`src/rtl/rr_octal_grant_arbiter.sv`:
```
// Round-robin arbiter for 8 requesters with owner hold and optional hold timeout.
// All outputs are registered; a release always leaves one idle cycle before the next grant.
module rr_octal_grant_arbiter #(
  parameter int unsigned MAX_HOLD = 16
) (
  input  logic       clk,
  input  logic       rst,
  input  logic [7:0] req,
  output logic [7:0] grant,
  output logic [2:0] grant_idx,
  output logic       grant_valid,
  output logic       timeout
);

  localparam int unsigned CntW = (MAX_HOLD > 0) ? $clog2(MAX_HOLD + 1) : 1;
  localparam logic [CntW-1:0] HoldMax = CntW'(MAX_HOLD);
  localparam bit HoldEn = (MAX_HOLD > 0);

  typedef enum logic {StIdle, StGrant} state_t;

  state_t          state;
  logic [2:0]      ptr;
  logic [CntW-1:0] hold_cnt;

  logic       pick_found;
  logic [2:0] pick_idx;
  logic [2:0] cand;
  logic       owner_req;
  logic       hold_expired;

  // Scan from the highest offset down so the candidate closest to ptr wins.
  always_comb begin
    pick_found = 1'b0;
    pick_idx   = 3'd0;
    cand       = 3'd0;
    for (int i = 7; i >= 0; i--) begin
      cand = ptr + 3'(i);
      if (req[cand]) begin
        pick_found = 1'b1;
        pick_idx   = cand;
      end
    end
  end

  // grant_idx doubles as the owner index while in StGrant.
  assign owner_req    = req[grant_idx];
  assign hold_expired = HoldEn && (hold_cnt == HoldMax);

  always_ff @(posedge clk or posedge rst) begin
    if (rst) begin
      state       <= StIdle;
      ptr         <= 3'd0;
      hold_cnt    <= '0;
      grant       <= 8'd0;
      grant_idx   <= 3'd0;
      grant_valid <= 1'b0;
      timeout     <= 1'b0;
    end else begin
      timeout <= 1'b0;
      unique case (state)
        StIdle: begin
          if (pick_found) begin
            state       <= StGrant;
            grant       <= 8'd1 << pick_idx;
            grant_idx   <= pick_idx;
            grant_valid <= 1'b1;
            hold_cnt    <= CntW'(1);
          end
        end
        StGrant: begin
          if (!owner_req || hold_expired) begin
            state       <= StIdle;
            ptr         <= grant_idx + 3'd1;
            grant       <= 8'd0;
            grant_idx   <= 3'd0;
            grant_valid <= 1'b0;
            hold_cnt    <= '0;
            timeout     <= owner_req;
          end else if (hold_cnt != '1) begin
            // Saturate rather than wrap when there is no timeout.
            hold_cnt <= hold_cnt + CntW'(1);
          end
        end
        default: begin
          state <= StIdle;
        end
      endcase
    end
  end

endmodule
```
`config.mk`:
```
export PLATFORM = sky130hd
export DESIGN_NAME = rr_octal_grant_arbiter
export DESIGN_NICKNAME = d
export VERILOG_FILES = /design/src/rtl/rr_octal_grant_arbiter.sv
export SDC_FILE = /design/constraint.sdc
export NUM_CORES = 1
export LEC_CHECK = 0
export BUFFER_PORTS_ARGS = -buffer_cell sky130_fd_sc_hd__buf_2
export CELL_PAD_IN_SITES_DETAIL_PLACEMENT = 1
export CELL_PAD_IN_SITES_GLOBAL_PLACEMENT = 2
export CORE_MARGIN = 2
export CORE_UTILIZATION = 35
export DETAILED_ROUTE_END_ITERATION = 8
export PLACE_DENSITY = 0.79
export SYNTH_ARGS = -nofsm -noshare
export SYNTH_HDL_FRONTEND = slang
export SYNTH_SLANG_ARGS = --single-unit
```
`constraint.sdc`:
```
create_clock -name clk -period 10.2 [get_ports clk]
set_clock_uncertainty 0.2 [all_clocks]
set_input_delay 1.53 -clock clk [delete_from_list [all_inputs] [get_ports clk]]
set_output_delay 1.53 -clock clk [all_outputs]
set_load 0.03 [all_outputs]
```
**Word-level counts from Yosys, hierarchy flattened**

Index checks and enable logic that the tools add are counted.

- Flip-flop bits (word level): 22
- Bits of input ports: 10
- Output and inout bits: 13
- Word-level logic and storage cells: 89

- Add/sub/neg operators: 9
- Magnitude comparators: 9
- Eq/ne operators: 5
- Shift operators: 1
- Mux-type cells: 52
- Bitwise gates (word level): 1
- Reduce and logical (&&, ||, !) cells: 5

Operator list:

| cell | number |
|---|---|
| 3-bit by 4-bit < comparator with 1-bit output (second input constant) | 9 |
| 3-bit 2-to-1 mux | 10 |
| 1-bit binary-select mux with 3-bit select | 9 |
| 1-bit 2-to-1 mux | 23 |
| 8-bit 2-to-1 mux | 2 |
| 8-bit case mux with 2 select lines | 1 |
| 5-bit 2-to-1 mux | 3 |
| 3-bit adder (second input constant) | 4 |
| 5-bit case mux with 2 select lines | 1 |
| 1-bit by 3-bit left shift with 8-bit output (first input constant) | 1 |
| 3-bit by 1-bit adder with 3-bit output (second input constant) | 2 |
| 3-bit by 2-bit adder with 3-bit output (second input constant) | 2 |
| 3-bit case mux with 2 select lines | 1 |
| 2-bit AND reduction | 3 |
| 5-bit by 1-bit adder with 5-bit output (second input constant) | 1 |
| 5-bit equality test (second input constant) | 1 |
| 5-bit inequality test (second input constant) | 1 |
| 1-bit case mux with 2 select lines | 2 |
| 3-bit by 1-bit inequality test with 1-bit output (second input constant) | 1 |
| 2-bit by 1-bit inequality test with 1-bit output (second input constant) | 1 |
| 2-bit inequality test (second input constant) | 1 |
| 1-bit zero test | 1 |
| 1-bit logical OR | 1 |
| 1-bit inverter | 1 |

**Longest topological paths before layout**

- Word-level depth: 14
- Gate-level depth with buffers: 11
- Depth with buffers taken out: 9

**Worst setup path before layout**

Ideal clock, no wire load.

- Kind: in2reg
- From: input req[5]
- To: register grant[6]
- Setup time: 0.096 ns
- Arrival time: 3.682 ns
- Data required time: 9.904 ns
- Slack: 6.223 ns
- Stages on the path: 8
- Path buffers: 1
- Path through: clkbuf_1 -> mux4_2 -> and2_1 -> a21o_1 -> a211oi_1 -> mux2_2 -> or3b_1 -> o31ai_1

- Longest elaborated chain between the ends: 13
- Elaborated cells on any way between the ends: 42
- Those cells by class: eq/ne (2); shift (1); mux (36); reduce/logical (3)

Ends and longest elaborated chain:

| item | RTL line | text |
|---|---|---|
| start: declaration | 8 | `input logic [7:0] req,` |
| 1-bit binary-select mux with 3-bit select | 38 | `if (req[cand]) begin` |
| 1-bit 2-to-1 mux (not written as such) | 38 |  |
| 3-bit 2-to-1 mux (8 in series) | 38 |  |
| 1-bit by 3-bit left shift with 8-bit output | 64 | `grant <= 8'd1 << pick_idx;` |
| 8-bit 2-to-1 mux | 62 | `if (pick_found) begin` |
| 8-bit case mux with 2 select lines | 60 | `unique case (state)` |
| end signal: assignment | 64 |  |
| end: declaration | 9 | `output logic [7:0] grant,` |

Several ways; a longest one is shown, not always the timed one. The select of a mux whose other input is x is not followed.
A chain may end at the register's enable or synchronous reset.

**Worst setup path in the final report**

- From: register ptr[0]
- To: register grant_idx[0]

- Longest elaborated chain between the ends: 13
- Elaborated cells on any way between the ends: 43
- Those cells by class: add/sub (7); eq/ne (1); mux (34); reduce/logical (1)

Ends and longest elaborated chain:

| item | RTL line | text |
|---|---|---|
| start: declaration | 22 | `logic [2:0] ptr;` |
| start signal: assignment | 73 | `ptr <= grant_idx + 3'd1;` |
| 3-bit adder | 37 | `cand = ptr + 3'(i);` |
| 1-bit binary-select mux with 3-bit select | 38 |  |
| 1-bit 2-to-1 mux (not written as such) | 38 |  |
| 3-bit 2-to-1 mux / 1-bit 2-to-1 mux (equally long branches) (8 in series) | 38 |  |
| 3-bit 2-to-1 mux / 2-bit inequality test (equally long branches) | n/a |  |
| 3-bit case mux with 2 select lines / 2-bit AND reduction (equally long branches) | n/a |  |
| end signal: assignment | 65 | `grant_idx <= pick_idx;` |
| end: declaration | 10 | `output logic [2:0] grant_idx,` |

Several ways; a longest one is shown, not always the timed one. The select of a mux whose other input is x is not followed.

==> metrics.txt <==
Sink Count 22; most frequent cells in the layout 22 x dfrtp_1, 22 x buf_2, 19 x nand2_1, 15 x a21oi_1, 12 x mux4_2; slowest cell on the critical path o21ai_0; Gate power share 71.7%; Hold Path Sink grant[6]$_DFFE_PP0P_; P&R area growth vs syn 9.94%; CTS tree done; min-delay src grant[6]$_DFFE_PP0P_; critical-path cell list inv_1, ha_1, mux4_2, nor4_1, nand2_1, o21ai_0, a22o_1; final instance area 2240 sq um; H-tree depth 1; initial core utilization roughly 37%; CP endpoint kind flop; Startpoint Class flop; CP required 10.20 ns; Seq/Total Area, Yosys 27.0%; Diodes inserted 0; Final Hold Viols 0; gr ovfl total 0; PostCTS Resize Cnt 0; ys async rst share 100%; vias in the first global route 1710; CTS Root Cell clkbuf_8; Buffers & Inverters on Critical Path 1; CTS Buf Count 3; Post-route DRC 0; cells on worst reg2reg path 7; # IOs 23; pre-CTS setup slack 5.62 ns; Die X 80.3 um; ANT nets after route 0; I/O Buffers 22; Pleak 0.977 nW; Setup TNS 0 ns; # rows 27; RSZ-0062 raised after global routing false; Avg WL per Cell 17.7 um; synth warn 0; Placer Congestion approximately 0.77; first-pass GRT wire length 8960 um; Slew HR 23.0%; Max Fclk ~220 MHz; Distinct cells, synth 47; Max-Cap Viols 0; critical path arrival 4.51 ns; total track usage around 18%; initial antenna violation count 0; Seq pwr share 20.8%; Synth Area per Inst 9.80 sq um; Sw Ratio 50.8%; setup slack, reg-to-reg 5.69 ns; status finished, final reports clean; Post-layout nets 240; Initial DRC Count 84; mapped cell area 2040 sq um; Clock Latency Late Sink 0.26 ns; clock-pin slew of the registers on the worst-case setup and hold paths 0.08 ns; Reg area 551 sq um; Mapped Nets roughly 220; clock power share 7.6%; r2r startpoint ptr[0]$_DFFE_PP0P_; Multi-input gate area roughly 1400 sq um; worst setup path class reg2reg; DR pass1 iterations 4; HPWL after detailed placement roughly 4000 um; Main synth FF type dfrtp_1; CTS max path bufs 2; setup violators final 0; post-DR vias/cell 5.88; Max Slew Vio Count 0; Final Power 0.000840 W; height of the die 80.3 um; Placed Instance Area 2190 sq um; Hold Crit Depth 2; crit-path max FO 19; Final Critical Period 4.51 ns; P_int between 0.0004 and 0.0005 W; Hold Buf Count CTS 0; post-route setup slack 5.69 ns; DIE AREA roughly 6400 sq um; cell family contributing the most delay on the critical path compound AO/OA/AOI/OAI gates; slowest cell delay on critical path 0.94 ns; Post-synth EDFFs 0; Pwr Density ~370 nW/um^2; Post-Route WL 5230 um; vias after detailed routing around 1700; IR drop worst, VDD 151 uV; final worst path period share 44.2%; Setup Buffers After CTS 0; Core ar. 5570 sq um; sw power about 0.00043 W; Seq cells post-synth 22; Reg-to-Reg End grant_idx[0]$_DFFE_PP0P_; Tightest Pin Transition 1.14 ns; proportion of layout cells with a drive suffix above 1 23.8%; Mapped Cells between 200 and 250; largest net degree at the start of global routing 24; Worst Hold Class reg2reg; fill cell count 656
-- metal layers --
metal | wire (um) | share of wire, % | GRT usage [%] | vias to the layer above
met3 | 106 | 2.0 | 2.02 | 2
met5 | 0 | 0 | 0 | -
met4 | 26 | 0.50 | 2.54 | 0
li1 | - | - | - | 839
met1 | 2630 | 50 | 27.0 | 874
met2 | 2470 | 47 | 27.1 | 21
-- kinds of logic after synthesis --
logic type	share of synthesized area [%]
DFF	27.0
buffers and inverters	5.16
adders and majority gates	3.68
muxes	27.5
xor gates and xnor gates	1.72
and+or+nand+nor	13.1
AOI/OAI and AO/OA	21.9
-- metrics by stage --
step	cells	utilization, %	hold slack (ns)
2_1_floorplan	208	-	0.283
3_3_place_gp	291	39.2	0.264
3_5_place_dp	291	39.2	0.268
4_1_cts	295	40.2	0.287
5_1_grt	295	40.2	0.320
6_report	295	40.2	0.278
-- worst register-to-register path: cells and delay by family, from the launching register on --
family / cells / cell delay [ns]
compound gates: 2 / 1.22
flops: 1 / 0.83
simple gates: 2 / 0.73
fa+ha+maj: 1 / 0.67
mux: 1 / 0.45
buf+inv: 1 / 0.35
-- worst max-delay path by stage --
stage                             startpoint                       end  cells after the start
after floorplan                       req[5]      grant[6]$_DFFE_PP0P_                      8
after global placement    ptr[0]$_DFFE_PP0P_      grant[4]$_DFFE_PP0P_                      8
after detailed placement  ptr[0]$_DFFE_PP0P_  grant_idx[2]$_DFFE_PP0P_                      8
after CTS                 ptr[0]$_DFFE_PP0P_      grant[4]$_DFFE_PP0P_                      8
after global routing      ptr[0]$_DFFE_PP0P_      grant[6]$_DFFE_PP0P_                      8
final                     ptr[0]$_DFFE_PP0P_  grant_idx[0]$_DFFE_PP0P_                      7
-- power groups by stage --
| stage | clock network, W | logic (W) | registers [W] |
|---|---|---|---|
| after global placement | 0 | 0.000596 | 0.000176 |
| final | 0.0000635 | 0.000602 | 0.000174 |
| after floorplan | 0 | 0.000479 | 0.000177 |
| after global routing | 0.0000698 | 0.000668 | 0.000183 |
| after detailed placement | 0 | 0.000605 | 0.000176 |
| after CTS | 0.0000662 | 0.000607 | 0.000175 |
-- state kept, by name, summed over array words and instances, names as in the netlist --
register and cells:
grant 8, hold_cnt 5, grant_idx 3, ptr 3, grant_valid 1, state 1, timeout 1
-- cell usage after synthesis, drive strengths merged, types with 2 or more instances --
cell	number	area, sq um
nand2b	2	12.5
dfrtp	22	551
mux2i	11	110
xor2	4	35.0
and2	2	12.5
mux2	11	128
a21oi	15	75.1
o41ai	2	17.5
buf	5	33.8
o21ai	10	50.1
o31a	2	17.5
o22ai	2	12.5
nor2	8	30.0
nand4	4	25.0
a22o	5	43.8
nand3	5	25.0
ha	6	75.1
mux4	14	323
a22oi	2	15.0
or3b	2	17.5
inv	11	41.3
nand2	19	71.3
clkbuf	7	26.3
nor3	2	10.0
o31ai	9	81.3
a211oi	5	42.5
nor2b	3	18.8
and3	4	25.0
nor4	2	12.5
-- layout make-up --
class | count | area share (%)
multi-input cells | 162 | 61.7
well taps | 72 | 4.02
inverters | 12 | 2.01
flip-flops and latches | 22 | 24.6
clock buffers | 4 | 2.46
repair buffers | 23 | 5.25
Power figures use the tool's default switching activity.
